### src/rtl/whack_pkg.sv
`default_nettype none
// ============================================================================
// Module  : whack_pkg
// Purpose : Shared constants and types for the whack-a-mole button front end.
// Contents: N_BTN             - number of player buttons (mole holes)
//           DB_CYCLES_DEFAULT - default debounce length in synchronised cycles
//           IDX_W             - width of a button index
//           btn_idx_t         - button index type
// Revision: 1.0 - initial release
// ============================================================================
package whack_pkg;

  localparam int N_BTN             = 4;
  localparam int DB_CYCLES_DEFAULT = 16;
  // Guarded so a single-button build still gets a 1-bit index.
  localparam int IDX_W             = (N_BTN > 1) ? $clog2(N_BTN) : 1;

  typedef logic [IDX_W-1:0] btn_idx_t;

endpackage : whack_pkg
`default_nettype wire

### src/rtl/btn_debounce.sv
`default_nettype none
// ============================================================================
// Module  : btn_debounce
// Purpose : One button: two-flop synchroniser, stability counter and
//           debounced level register.
// Ports   : clk        in  system clock
//           rst_n      in  asynchronous active-low reset
//           raw        in  raw asynchronous button level (1 = pressed)
//           level      out debounced level (registered)
//           level_next out value level takes at the next clk edge; lets the
//                          parent detect a rise in the same cycle the level
//                          register updates
// Revision: 1.0 - initial release
// ============================================================================
module btn_debounce
  import whack_pkg::*;
#(
  parameter int DB_CYCLES = DB_CYCLES_DEFAULT
) (
  input  logic clk,
  input  logic rst_n,
  input  logic raw,
  output logic level,
  output logic level_next
);

  localparam int CNT_W = $clog2(DB_CYCLES);
  localparam logic [CNT_W-1:0] CNT_LAST = CNT_W'(DB_CYCLES - 1);

  logic             sync1;
  logic             sync2;
  logic [CNT_W-1:0] cnt;
  logic [CNT_W-1:0] cnt_next;

  // Counter tracks how long the synchronised input has disagreed with the
  // accepted level; any agreement restarts the count, so glitches shorter
  // than DB_CYCLES samples are absorbed.
  always_comb begin
    level_next = level;
    cnt_next   = '0;
    if (sync2 != level) begin
      if (cnt == CNT_LAST) begin
        level_next = ~level;
      end else begin
        cnt_next = cnt + CNT_W'(1);
      end
    end
  end

  always_ff @(posedge clk or negedge rst_n) begin
    if (!rst_n) begin
      sync1 <= 1'b0;
      sync2 <= 1'b0;
      cnt   <= '0;
      level <= 1'b0;
    end else begin
      sync1 <= raw;
      sync2 <= sync1;
      cnt   <= cnt_next;
      level <= level_next;
    end
  end

endmodule : btn_debounce
`default_nettype wire

### src/rtl/whack_button_rx.sv
`default_nettype none
// ============================================================================
// Module  : whack_button_rx
// Purpose : Button front end for the whack-a-mole game. Debounces each raw
//           button, detects rising edges and hands press events to the game
//           FSM through a one-deep valid/ready holding register.
// Ports   : clk         in  system clock
//           rst_n       in  asynchronous active-low reset
//           btn_raw     in  raw button levels, asynchronous, 1 = pressed
//           btn_level   out debounced button levels
//           press_valid out holding register contains a press event
//           press_idx   out lowest index among buttons that rose together
//           press_multi out more than one button rose in the captured cycle
//           press_ready in  consumer accepts event on valid && ready
//           overrun     out sticky: a press event was dropped
//           clr_overrun in  synchronous clear of overrun
// Revision: 1.0 - initial release
// ============================================================================
module whack_button_rx
  import whack_pkg::*;
#(
  parameter int  N_BTN     = whack_pkg::N_BTN,
  parameter int  DB_CYCLES = DB_CYCLES_DEFAULT,
  localparam int IDX_W     = (N_BTN > 1) ? $clog2(N_BTN) : 1
) (
  input  logic             clk,
  input  logic             rst_n,
  input  logic [N_BTN-1:0] btn_raw,
  output logic [N_BTN-1:0] btn_level,
  output logic             press_valid,
  output logic [IDX_W-1:0] press_idx,
  output logic             press_multi,
  input  logic             press_ready,
  output logic             overrun,
  input  logic             clr_overrun
);

  logic [N_BTN-1:0] level_next;
  logic [N_BTN-1:0] rise;
  logic [IDX_W-1:0] ev_idx;
  logic             ev_multi;
  logic             ev_any;
  logic             ev_load;
  logic             ev_drop;

  for (genvar i = 0; i < N_BTN; i++) begin : g_btn
    btn_debounce #(
      .DB_CYCLES (DB_CYCLES)
    ) u_db (
      .clk        (clk),
      .rst_n      (rst_n),
      .raw        (btn_raw[i]),
      .level      (btn_level[i]),
      .level_next (level_next[i])
    );
  end

  // Rise is taken from the level about to be registered, so the event lands
  // in the holding register on the same edge that btn_level goes high.
  assign rise = level_next & ~btn_level;

  // Scan from the top down so the lowest set bit wins.
  always_comb begin
    ev_idx = '0;
    for (int i = N_BTN - 1; i >= 0; i--) begin
      if (rise[i]) begin
        ev_idx = IDX_W'(i);
      end
    end
  end

  // Clearing the lowest set bit leaves something only if two or more rose.
  assign ev_multi = |(rise & (rise - N_BTN'(1)));
  assign ev_any   = |rise;
  assign ev_load  = ev_any && (!press_valid || press_ready);
  assign ev_drop  = ev_any && press_valid && !press_ready;

  always_ff @(posedge clk or negedge rst_n) begin
    if (!rst_n) begin
      press_valid <= 1'b0;
      press_idx   <= '0;
      press_multi <= 1'b0;
    end else if (ev_load) begin
      press_valid <= 1'b1;
      press_idx   <= ev_idx;
      press_multi <= ev_multi;
    end else if (!ev_any && press_valid && press_ready) begin
      press_valid <= 1'b0;
    end
  end

  // A drop in the same cycle as a clear request keeps the flag set, so a
  // lost event is never silently forgotten.
  always_ff @(posedge clk or negedge rst_n) begin
    if (!rst_n) begin
      overrun <= 1'b0;
    end else if (ev_drop) begin
      overrun <= 1'b1;
    end else if (clr_overrun) begin
      overrun <= 1'b0;
    end
  end

endmodule : whack_button_rx
`default_nettype wire

### config.mk
export PLATFORM = sky130hd
export DESIGN_NAME = whack_button_rx
export DESIGN_NICKNAME = d
export VERILOG_FILES = /design/src/rtl/whack_pkg.sv /design/src/rtl/btn_debounce.sv /design/src/rtl/whack_button_rx.sv
export SDC_FILE = /design/constraint.sdc
export NUM_CORES = 1
export LEC_CHECK = 0
export CORE_MARGIN = 4
export CORE_UTILIZATION = 48
export CTS_CLUSTER_SIZE = 25
export DETAILED_ROUTE_END_ITERATION = 12
export PLACE_DENSITY = 0.75
export SLEW_MARGIN = 20
export SYNTH_ARGS = -nofsm -noshare
export SYNTH_HDL_FRONTEND = slang
export SYNTH_SLANG_ARGS = --single-unit
### constraint.sdc
create_clock -name clk -period 1.4 [get_ports clk]
set_input_delay 0.35 -clock clk [delete_from_list [all_inputs] [get_ports clk]]
set_output_delay 0.35 -clock clk [all_outputs]
set_load 0.05 [all_outputs]
* Word-level counts from Yosys, hierarchy flattened
Index checks and enable logic that the tools add are counted.
** Operators by class
- $add $sub $neg :: 5
- Multiply operators :: 0
- Div/mod/pow operators :: 0
- $lt $le $gt $ge :: 0
- Equality and inequality tests :: 8
- Shift-type cells :: 0
- Multiplexer cells :: 24
- Bitwise logic cells :: 7
- Reduce and logical (&&, ||, !) cells :: 13
** Operator list (count)
- 4-bit 2-to-1 mux :: 8
- 4-bit by 1-bit adder with 4-bit output, second input constant :: 4
- 4-bit == test, second input constant :: 4
- 1-bit 2-to-1 mux :: 12
- 4-bit bitwise AND :: 2
- 2-bit 2-to-1 mux :: 4
- 4-bit OR reduction :: 2
- 1-bit logical AND :: 5
- 1-bit != test :: 4
- 1-bit inverter :: 4
- 4-bit inverter :: 1
- 2-bit nonzero test :: 2
- 4-bit by 1-bit subtractor with 4-bit output, second input constant :: 1
- 1-bit zero test :: 3
- 1-bit logical OR :: 1
** Word-level totals
- Register bits :: 33
- Latch bits :: 0
- Memory bits (writable) :: 0
- ROM bits :: 0
- Input bits :: 8
- Output and inout port bits :: 9
- Logic and storage cells :: 77
- Memories :: 0

* Logic depth before layout (Yosys ltp)
- Depth in word-level cells :: 10
- Gate-level depth with buffers :: 6
- Depth with buffers taken out :: 6

* Cells and area by module
From an unflattened synthesis, not the netlist that was laid out.
** Second synthesis, totals
- Cell total of the unflattened synthesis :: 102
- Area total of the unflattened synthesis :: 1393.8 um^2
** Modules (own cells, without submodules)
- btn_debounce :: times used 4, cells each 18, area an instance 270.3 um^2, sequential area each 175.2 um^2
- whack_button_rx :: times used 1, cells each 30, area an instance 312.8 um^2, sequential area each 125.1 um^2

* Worst setup path before layout
No wires, ideal clock.
- Path type :: register to register
- From :: register press_valid
- To :: register press_multi
- Arrival time :: 1.446 ns
- Data required time :: 1.306 ns
- Setup slack :: -0.139 ns
- Cell stages (with the launch flop) :: 5
- Buffers on the path :: 1
- Period minus slack after synthesis :: 1.539 ns
- Cell sequence :: dfrtp_1 > or2b_2 > buf_6 > and2_1 > a221oi_2
** Between the ends
- Cells in the longest elaborated chain, start to end :: 3
** RTL lines
- start: declaration :: RTL line whack_button_rx.sv:30 : output logic press_valid,
- start signal: assignment :: RTL line whack_button_rx.sv:80 : press_valid <= 1'b0;
- start signal: assignment :: RTL line whack_button_rx.sv:84 : press_valid <= 1'b1;
- start signal: assignment :: RTL line whack_button_rx.sv:88 : press_valid <= 1'b0;
- 1-bit zero test :: RTL line whack_button_rx.sv:75 : assign ev_load = ev_any && (!press_valid || press_ready);
- 1-bit logical OR :: RTL line whack_button_rx.sv:75
- 1-bit logical AND :: RTL line whack_button_rx.sv:75
- end signal: assignment :: RTL line whack_button_rx.sv:86 : press_multi <= ev_multi;
- end: declaration :: RTL line whack_button_rx.sv:32 : output logic press_multi,
Every way passes these cells.
A chain may end at the register's enable or synchronous reset.

* Worst setup path in the final report
- From :: register g_btn[0].u_db.cnt[1]
- To :: register press_multi
** Between the ends
- Cells in the longest elaborated chain, start to end :: 7
- Elaborated cells on any way between the ends :: 9
** RTL lines
- start: declaration :: RTL line btn_debounce.sv:32 : logic [CNT_W-1:0] cnt;
- start signal: assignment :: RTL line btn_debounce.sv:59 : cnt <= cnt_next;
- 4-bit == test (*) :: RTL line btn_debounce.sv:42 : if (cnt == CNT_LAST) begin
- 1-bit 2-to-1 mux (*) :: RTL line btn_debounce.sv:42
- 1-bit 2-to-1 mux (*) :: RTL line btn_debounce.sv:41 : if (sync2 != level) begin
- 4-bit bitwise AND (*) :: RTL line whack_button_rx.sv:60 : assign rise = level_next & ~btn_level;
- 4-bit by 1-bit subtractor with 4-bit output :: RTL line whack_button_rx.sv:73 : assign ev_multi = |(rise & (rise - N_BTN'(1)));
- 4-bit bitwise AND :: RTL line whack_button_rx.sv:73
- 4-bit OR reduction :: RTL line whack_button_rx.sv:73
Every way passes the cells marked *; elsewhere a longest branch is shown, timed or not.

==> run_results.csv <==
group,metric,value,unit
cells_and_area,area_delta_synth_final,39.0,%
synthesis,yosys_warnings,0,
global_route,grt_pass1_vias,1067,
synthesis,yosysSeqAreaShare,57.6,%
drt,post_drt_wl_per_cell,14.7,um
drt,remaining_drc_errors,0,
sta,grt_setup_unrepaired,"true",
floorplan,die_area,3920,um^2
power,ir_worst_vdd,0.553,mV
sta,slew_headroom,76.4,%
cells_and_area,fill_cells,200,
cells_and_area,utilization,71.0,%
synthesis,synth_area_per_cell,12.4,um^2
floorplan,die_w,62.6,um
synthesis,ys_ff_latch,33,
power,power_density,905,nW/um^2
synthesis,synth_top_area_cell,"dfrtp_1",
worst_setup_path,worstSetupEndpointType,"flip-flop",
global_route,grt_remaining_overflow,0,
floorplan,die-height,62.6,um
drt,vias,1030,
sta,period_needed,1490,ps
cells_and_area,diodes,0,
cells_and_area,nets,169,
synthesis,synth-xor-area-share,6.03,%
sta,finClkSkew,9.98,ps
sta,finalSetupTns,-86.4,ps
synthesis,syn_inst,116,
cells_and_area,final-seq-area,827,um^2
cells_and_area,final_common_cell,"dfrtp_1",
cells_and_area,drive_gt1_share,39.9,%
drt,firstDrtPassIters,4,
synthesis,syn_nets,128,
synthesis,yosys.area_share.simple,16.8,%
floorplan,coreArea,2810,um^2
synthesis,synth_top_family_by_area,"simple AND/OR/NAND/NOR gates",
outcome,status,"finished, violations left",
synthesis,synthMuxAreaShare,3.14,%
global_route,antenna_found_initial,0,
floorplan,start_util,51.1,%
clock_network,cts_max_path_buffers,2,
placed_design,gp_congestion,0.706,
global_route,track_usage,16.1,%
worst_setup_path,cp_max_fo,4,
worst_setup_path,reg2reg_depth,6,
placed_design,io_buffers,16,
placed_design,dp.final_hpwl,1.93,mm
clock_network,clk_pin_slew,100,ps
cells_and_area,layout_common_cells,"dfrtp_1 (32), buf_4 (21), a21oi_1 (13), buf_12 (10), xnor2_1 (8)",
sta,drv_slew,0,
outcome,violations,"setup timing",
run,drv_cap,0,
global_route,grt_max_degree,34,
clock_network,ctsRootBufferMaster,"clkbuf_4",
drt,wl,2.79,mm
synthesis,netlist.area_leader.share,57.6,%
clock_network,numCtsBuffers,5,
synthesis,synth_area,1430,um^2
floorplan,pin_count,17,
power,power.leakage,0.980,nW
worst_setup_path,worstSetupStartpointType,"flip-flop",
worst_setup_path,worstSetupPathType,"reg2reg",
worst_setup_path,critPathRequiredTime,1650,ps
sta,setup_violations,1,
global_route,grt_first_pass_wirelength,4.84,mm
synthesis,yosys.area_share.adder,3.49,%
hold_path,min_path_cells,0,
sta,timing.final.ws_setup,-86.4,ps
drt,vias_per_cell,5.45,
clock_network,clock_latency,330,ps
synthesis,synth_area_leaders,"dfrtp_1 (58%), a21oi_1 (5.2%), xnor2_1 (4.9%)",
sta,hold_viol,0,
floorplan,num_rows,19,
cells_and_area,multi_input_area,594,um^2
drt,drtIter0Drc,32,
synthesis,synth_compound_area_share,8.47,%
placed_design,place_inst,173,
cells_and_area,instances_no_fill,189,
sta,fmax,673,MHz
clock_network,cts.htree.levels,2,
synthesis,synth_cell_types,26,
clock_network,cts_tree,"done",
worst_setup_path,cp.arrival,1730,ps
sta,fin_crit_sh,106,%
sta,tightest_slew,352,ps
drt,ant_nets,0,
hold_path,hold_class,"reg2reg",
clock_network,cts_sinks,33,
[cells by family after synthesis]
logic type,after synthesis
buffers and inverters,11
XOR/XNOR,9
adder cells (fa/ha/maj),4
flip-flops,33
multiplexers,4
AO/OA/AOI/OAI,22
AND/OR/NAND/NOR,33
[layer usage]
metal	share of wire, %	global-route usage, %
met1	42	17.9
met2	51	26.8
met3	4.2	4.86
met4	2.4	10.2
met5	0	0
[flip-flops by register name, indices dropped and copies added, names as in the netlist]
register	count
g_btn.u_db.sync2	4
overrun	1
g_btn.u_db.level	4
g_btn.u_db.cnt	16
press_multi	1
g_btn.u_db.sync1	4
press_idx	2
press_valid	1
[stage by stage]
step / instance area (um^2) / hold WS, ps / power [mW] / setup slack, ps
final: 1990 / 360 / 1.80 / -86.4
after CTS: 1930 / 364 / 1.82 / -50.2
after global routing: 1990 / 366 / 1.90 / -165
after global placement: 1820 / 333 / 1.17 / -88.4
after floorplan: 1450 / 54.4 / 1.10 / 11.8
after detailed placement: 1820 / 340 / 1.18 / -129
[final cells by class]
class	instances	share of cell area, %
Tap cell	31	1.95
Inverter	6	1.13
Clock inverter	1	0.251
Multi-Input combinational cell	72	29.8
Sequential cell	33	41.5
Clock buffer	7	3.27
Timing Repair Buffer	39	22.0
[where the power goes]
| group | switching [mW] | internal (mW) |
|---|---|---|
| Combinational | 0.0722 | 0.101 |
| Sequential | 0.0332 | 0.992 |
| Clock | 0.313 | 0.291 |
| Total | 0.419 | 1.38 |
[path summary, 6_finish.rpt]
check / slack [ps] / start / end
max: -90 / g_btn[0].u_db.cnt[1]$_DFF_PN0_ / press_multi$_DFFE_PN0P_
min: 360 / g_btn[1].u_db.sync1$_DFF_PN0_ / g_btn[1].u_db.sync2$_DFF_PN0_
max reg2reg: -90 / g_btn[0].u_db.cnt[1]$_DFF_PN0_ / press_multi$_DFFE_PN0P_
min reg2reg: 360 / g_btn[1].u_db.sync1$_DFF_PN0_ / g_btn[1].u_db.sync2$_DFF_PN0_
max in group asynchronous: 840 / rst_n / g_btn[2].u_db.sync1$_DFF_PN0_
min in group asynchronous: 380 / rst_n / overrun$_DFFE_PN0P_
[worst max-delay path: stages, from the launching register on]
cell      delay, ps
dfrtp_1         370
ha_2            190
and3_4          190
nand3b_4        110
xnor2_2         200
a21oi_2          90
a221oi_2        250
[synth_stat cells, drive strengths merged]
cell,count
ha,4
and2,1
and3,4
nand3b,4
nand3,1
xnor2,9
a21oi,15
nand2,4
o21ai,5
buf,5
a221oi,1
inv,6
o22ai,1
nand4b,4
or2b,1
nor3,4
nor3b,1
nor2b,4
mux2,4
nor2,5
dfrtp,33
[repair_timing]
item,4_1_cts,5_1_grt
gates resized for setup,1,8
hold buffers,0,0
gates cloned,0,0
buffers inserted,4,4
endpoints found under the setup margin,1,7
No activity file was read; power rests on OpenSTA's default activity.
==> edit 1: new RTL, config.mk and constraints unchanged <==
`DB_CYCLES_DEFAULT`: 16 -> 32.
--- a/src/rtl/whack_pkg.sv
+++ b/src/rtl/whack_pkg.sv
@@ -11,7 +11,7 @@
 package whack_pkg;
 
   localparam int N_BTN             = 4;
-  localparam int DB_CYCLES_DEFAULT = 16;
+  localparam int DB_CYCLES_DEFAULT = 32;
   // Guarded so a single-button build still gets a 1-bit index.
   localparam int IDX_W             = (N_BTN > 1) ? $clog2(N_BTN) : 1;
 
Check against the original RTL: same outputs for any inputs over 10 cycles, from zero or initial values and one cycle with rst_n low; that may be too few to reach the edited logic, so the function may still have changed.
==> edit 1 against the unedited design <==
The flow still finishes with violations (negative setup slack). Sequential cell count increased by 4. Area after synthesis increased by 8.2%. Worst setup slack got worse by 87 ps. Clock power decreased by 13%. Design area increased by 10%. Sequential power increased by 11%. Power increased by 1.4%. Wire length increased by 3.7%.
==> edit 1: results (changes against the unedited design) <==
Post-CTS Resized 17 (+16); largest net degree at the start of global routing 38 (+12%); Worst path max stage delay 410 ps (+40 ps); DP Area 1971 um^2 (+8.1%); status finished with violations; final std cells w/o fill 204 (+7.9%); Mapped Nets 141 (+10%); Pwr Total 1.828 mW (+1.4%); Total GRT Usage 16.73% (+0.65 points); via count 1006 (-2.3%); area of the multi-input gates 754.5 um^2 (+27%); Hold/Removal Path Class input port to async pin; setup TNS -860.2 ps (-773.8 ps); worst setup margin -173.3 ps (-86.97 ps); DR WL/cell 14.17 um (-3.9%); Leak Pwr 1.038 nW (+5.9%); Die ar. 4203 um^2 (+7.1%); #MultiIn Comb 80 (+11%); final setup fails 10 (+9); mux contribution to synthesized area 2.906% (-0.24 points); first-pass GRT wire length 5106 um (+5.6%); Worst Skew 7.237 ps (-2.748 ps); HPWL Detailed 2019 um (+4.7%); Worst Tran Pin Value 348.6 ps (-3.103 ps); failing checks negative setup slack; P_seq 1.14 mW (+11%); initial drt markers 24 (-25%); FF+latch count, synth 37 (+12%); layout cell share with drive strength beyond 1 45.00% (+5.1 points)
## edit 1: cell count changes after synthesis, sizes merged, moves of 3 or more
cell    before  now
nand2b       0    5
o21ai        5    1
and2         1    6
xnor2        9    5
ha           4    8
nand3        1    5
nand4b       4    1
nor2         5   15
nor3         4    0
dfrtp       33   37
xor2         0    8
a21oi       15    6
nor2b        4    0
inv          6    3
## edit 1: layer usage
metal / vias up / global-route usage, %
met5: - / 0
met4: 0 / 8.707
met3: 8 / 5.893
met2: 22 / 28.86
met1: 492 / 17.85
li1: 484 / -
## edit 1: final timing paths
path | slack [ps] | endpoint
max reg2reg | -170 | press_idx[1]
min reg2reg | 360 | g_btn[2].u_db.sync2
min in group clk | 360 | g_btn[2].u_db.sync2
max in group asynchronous | 850 | g_btn[0].u_db.cnt[2]
min | 360 | g_btn[1].u_db.cnt[2]
max | -170 | press_idx[1]
==> edit 2: new RTL, same settings <==
Made on the original files. Make the reset (`rst_n`) synchronous in 3 clocked blocks. Comments in the files are not updated.
--- a/src/rtl/btn_debounce.sv
+++ b/src/rtl/btn_debounce.sv
@@ -47,7 +47,7 @@
     end
   end
 
-  always_ff @(posedge clk or negedge rst_n) begin
+  always_ff @(posedge clk) begin
     if (!rst_n) begin
       sync1 <= 1'b0;
       sync2 <= 1'b0;
--- a/src/rtl/whack_button_rx.sv
+++ b/src/rtl/whack_button_rx.sv
@@ -75,7 +75,7 @@
   assign ev_load  = ev_any && (!press_valid || press_ready);
   assign ev_drop  = ev_any && press_valid && !press_ready;
 
-  always_ff @(posedge clk or negedge rst_n) begin
+  always_ff @(posedge clk) begin
     if (!rst_n) begin
       press_valid <= 1'b0;
       press_idx   <= '0;
@@ -91,7 +91,7 @@
 
   // A drop in the same cycle as a clear request keeps the flag set, so a
   // lost event is never silently forgotten.
-  always_ff @(posedge clk or negedge rst_n) begin
+  always_ff @(posedge clk) begin
     if (!rst_n) begin
       overrun <= 1'b0;
     end else if (ev_drop) begin
Behaviour: no difference found for any inputs over 10 cycles, from zero or initial values and one cycle with rst_n low; that may be too few to reach the edited logic, so the function may still have changed.
==> edit 2 against the unedited design <==
The flow still finishes with violations (negative setup slack). Worst setup slack better by 64 ps. Non-clock buffer count down 6. Global-route usage down 0.89 points. Wire length down 6.9%. Area after synthesis down 1.7%. Design area down 3.8%. Clock skew down 5.9 ps. Sequential cell count unchanged. Utilization down 2.1 points. Count of clock-buffer cells in the layout up 1. Maximum frequency up 4.5%. Critical path type unchanged. Largest cell class is now multi-input gates.
Power is not compared: it rests on default switching activity, and its combinational part moved more than twofold at a synthesized area within 25%.
==> edit 2: results (changes against the unedited design) <==
Clk pin slew, worst setup/hold paths roughly 90 ps; n_diodes 0 (unchanged); HPWL Detailed 1921 um (-0.38%); Mapped Nets 150 (+17%); initial drt markers 20 (-38%); critical path fanouts, max 5 (+1); Ys Warns 0 (unchanged); GPL Wtd Cong 0.7732 (+9.5%); IO Port Bufs 16 (unchanged); via count 1036 (+0.58%); worst setup margin -22.45 ps (+63.92 ps); synth top area cells dfxtp_1 47%, xor2_1 7.5%, nor2_1 4.3%; met3 WL 117 um (+0.86%); CP max-delay cell or3b_4; Most flops, register g_btn.u_db.cnt; Worst Skew 4.068 ps (-5.917 ps); Nets 183 (+8.3%); Worst path max stage delay 430 ps (+60 ps); Max rail drop VDD approximately 0.82 mV; first-pass GRT wire length 4678 um (-3.3%); top sig layer met4; DR WL/cell 12.77 um (-13%); CTS Buf Count 5 (unchanged); Hold/Removal Path Class flip-flop to flip-flop; crit path from g_btn[0].u_db.cnt[1]; Crit path max-delay family simple AND/OR/NAND/NOR gates; # fillers 217 (+8.5%); Post-synth top flop dfxtp_1; Largest register FFs 16 (unchanged); Leak Pwr 0.8350 nW; CP arrival 1690 ps (-40 ps); async set-reset flop share out of synthesis 0% (-100 points); Worst Tran Pin Value 245.6 ps (-106.1 ps); Post-Syn Area per Cell 10.20 um^2 (-17%); wl on met1 1120 um (-4.1%); Worst-Skew Late Latency 330 ps (about the same); failing checks negative setup slack; synth unique cells 34 (+31%); most common library cells after synthesis 33 x dfxtp_1, 16 x nor2_1, 12 x xor2_1; initial antenna violation count 0 (unchanged); WL met2 1305 um (-9.0%); Total GRT Usage 15.19% (-0.89 points); final std cells w/o fill 203 (+7.4%); cell count after placement 190 (+9.8%); setup TNS -36.75 ps (+49.62 ps); largest net degree at the start of global routing 15 (-56%); Max Buffers Root-to-Sink 2 (unchanged); H-tree Lvls 2 (unchanged); final setup fails 2 (+1); CTS root buf clkbuf_4; DR pass1 iterations 4 (unchanged); register area share after synthesis 46.93% (-11 points); layout cell share with drive strength beyond 1 35.47% (-4.4 points); vias in the first global route 1097 (+2.8%); status finished with violations; Hold Path Origin g_btn[3].u_db.sync1
## edit 2: cell types whose count changed in the layout (fill, tap and decap cells not counted), sizes merged, moves of 9 or more
cell   change
nand3     +11
a21oi     -13
xnor2      -9
nor2      +11
xor2      +12
dfrtp     -33
dfxtp     +33
## edit 2: final cells by class
class	count	area [um^2]	area share [%]
Timing Repair Buffer	33	381.6	19.92
Clock buffer	8	48.80	2.547
Multi-Input combinational cell	94	757.0	39.52
Tap cell	31	38.79	2.025
Sequential cell	33	674.4	35.21
Inverter	4	15.01	0.7838
## edit 2: timing repair
item | CTS | global route
setup buffers | 2 | 3
hold buffers | 0 | 0
endpoints found under the setup margin | 4 | 8
gates resized for setup | 8 | 14
pin swaps | 1 | 13
hold endpoints to repair | 0 | 0
## edit 2: worst paths after layout
check                                           end  cells past startpoint  slack, ps
worst max-delay path                    press_multi                      6        -20
worst min-delay path            g_btn[3].u_db.sync2                      1        440
worst max register to register          press_multi                      6        -20
worst min register to register  g_btn[3].u_db.sync2                      1        440
## edit 2: per-layer routing
layer | global-route usage, % | vias up
met5 | 0 | -
met4 | 6.504 | 0
met3 | 6.667 | 6
met2 | 25.65 | 17
met1 | 16.26 | 490
li1 | - | 523
## edit 2: worst reg2reg max path, delay by kind of cell, from the launching register on
| family | cells | cell delay [ps] |
|---|---|---|
| adders and majority gates | 1 | 150 |
| DFF | 1 | 360 |
| and+or+nand+nor | 3 | 610 |
| AOI/OAI and AO/OA | 2 | 250 |
## edit 2: where the power goes
group	total, mW	internal, mW	switching, mW
logic	0.0692	0.0434	0.0259
registers	0.960	0.951	0.00858
clock network	0.488	0.200	0.288
## edit 2: per-stage QoR
step | cell area [um^2] | setup WS [ps]
2_1_floorplan | 1423 | 18.99
3_3_place_gp | 1753 | -49.95
3_5_place_dp | 1753 | -113.0
4_1_cts | 1849 | -60.37
5_1_grt | 1916 | -106.0
6_report | 1916 | -22.45
## edit 2: kinds of logic (layout without fill, tap and decap cells)
| family | Yosys count | count (layout) | synth area share (%) |
|---|---|---|---|
| AND/OR/NAND/NOR | 63 | 63 | 27.20 |
| flip-flops | 33 | 33 | 46.93 |
| AO/OA/AOI/OAI | 12 | 12 | 8.178 |
| XOR/XNOR | 12 | 12 | 7.467 |
| buffers and inverters | 11 | 45 | 4.533 |
| adder cells (fa/ha/maj) | 4 | 4 | 3.556 |
| multiplexers | 3 | 3 | 2.133 |
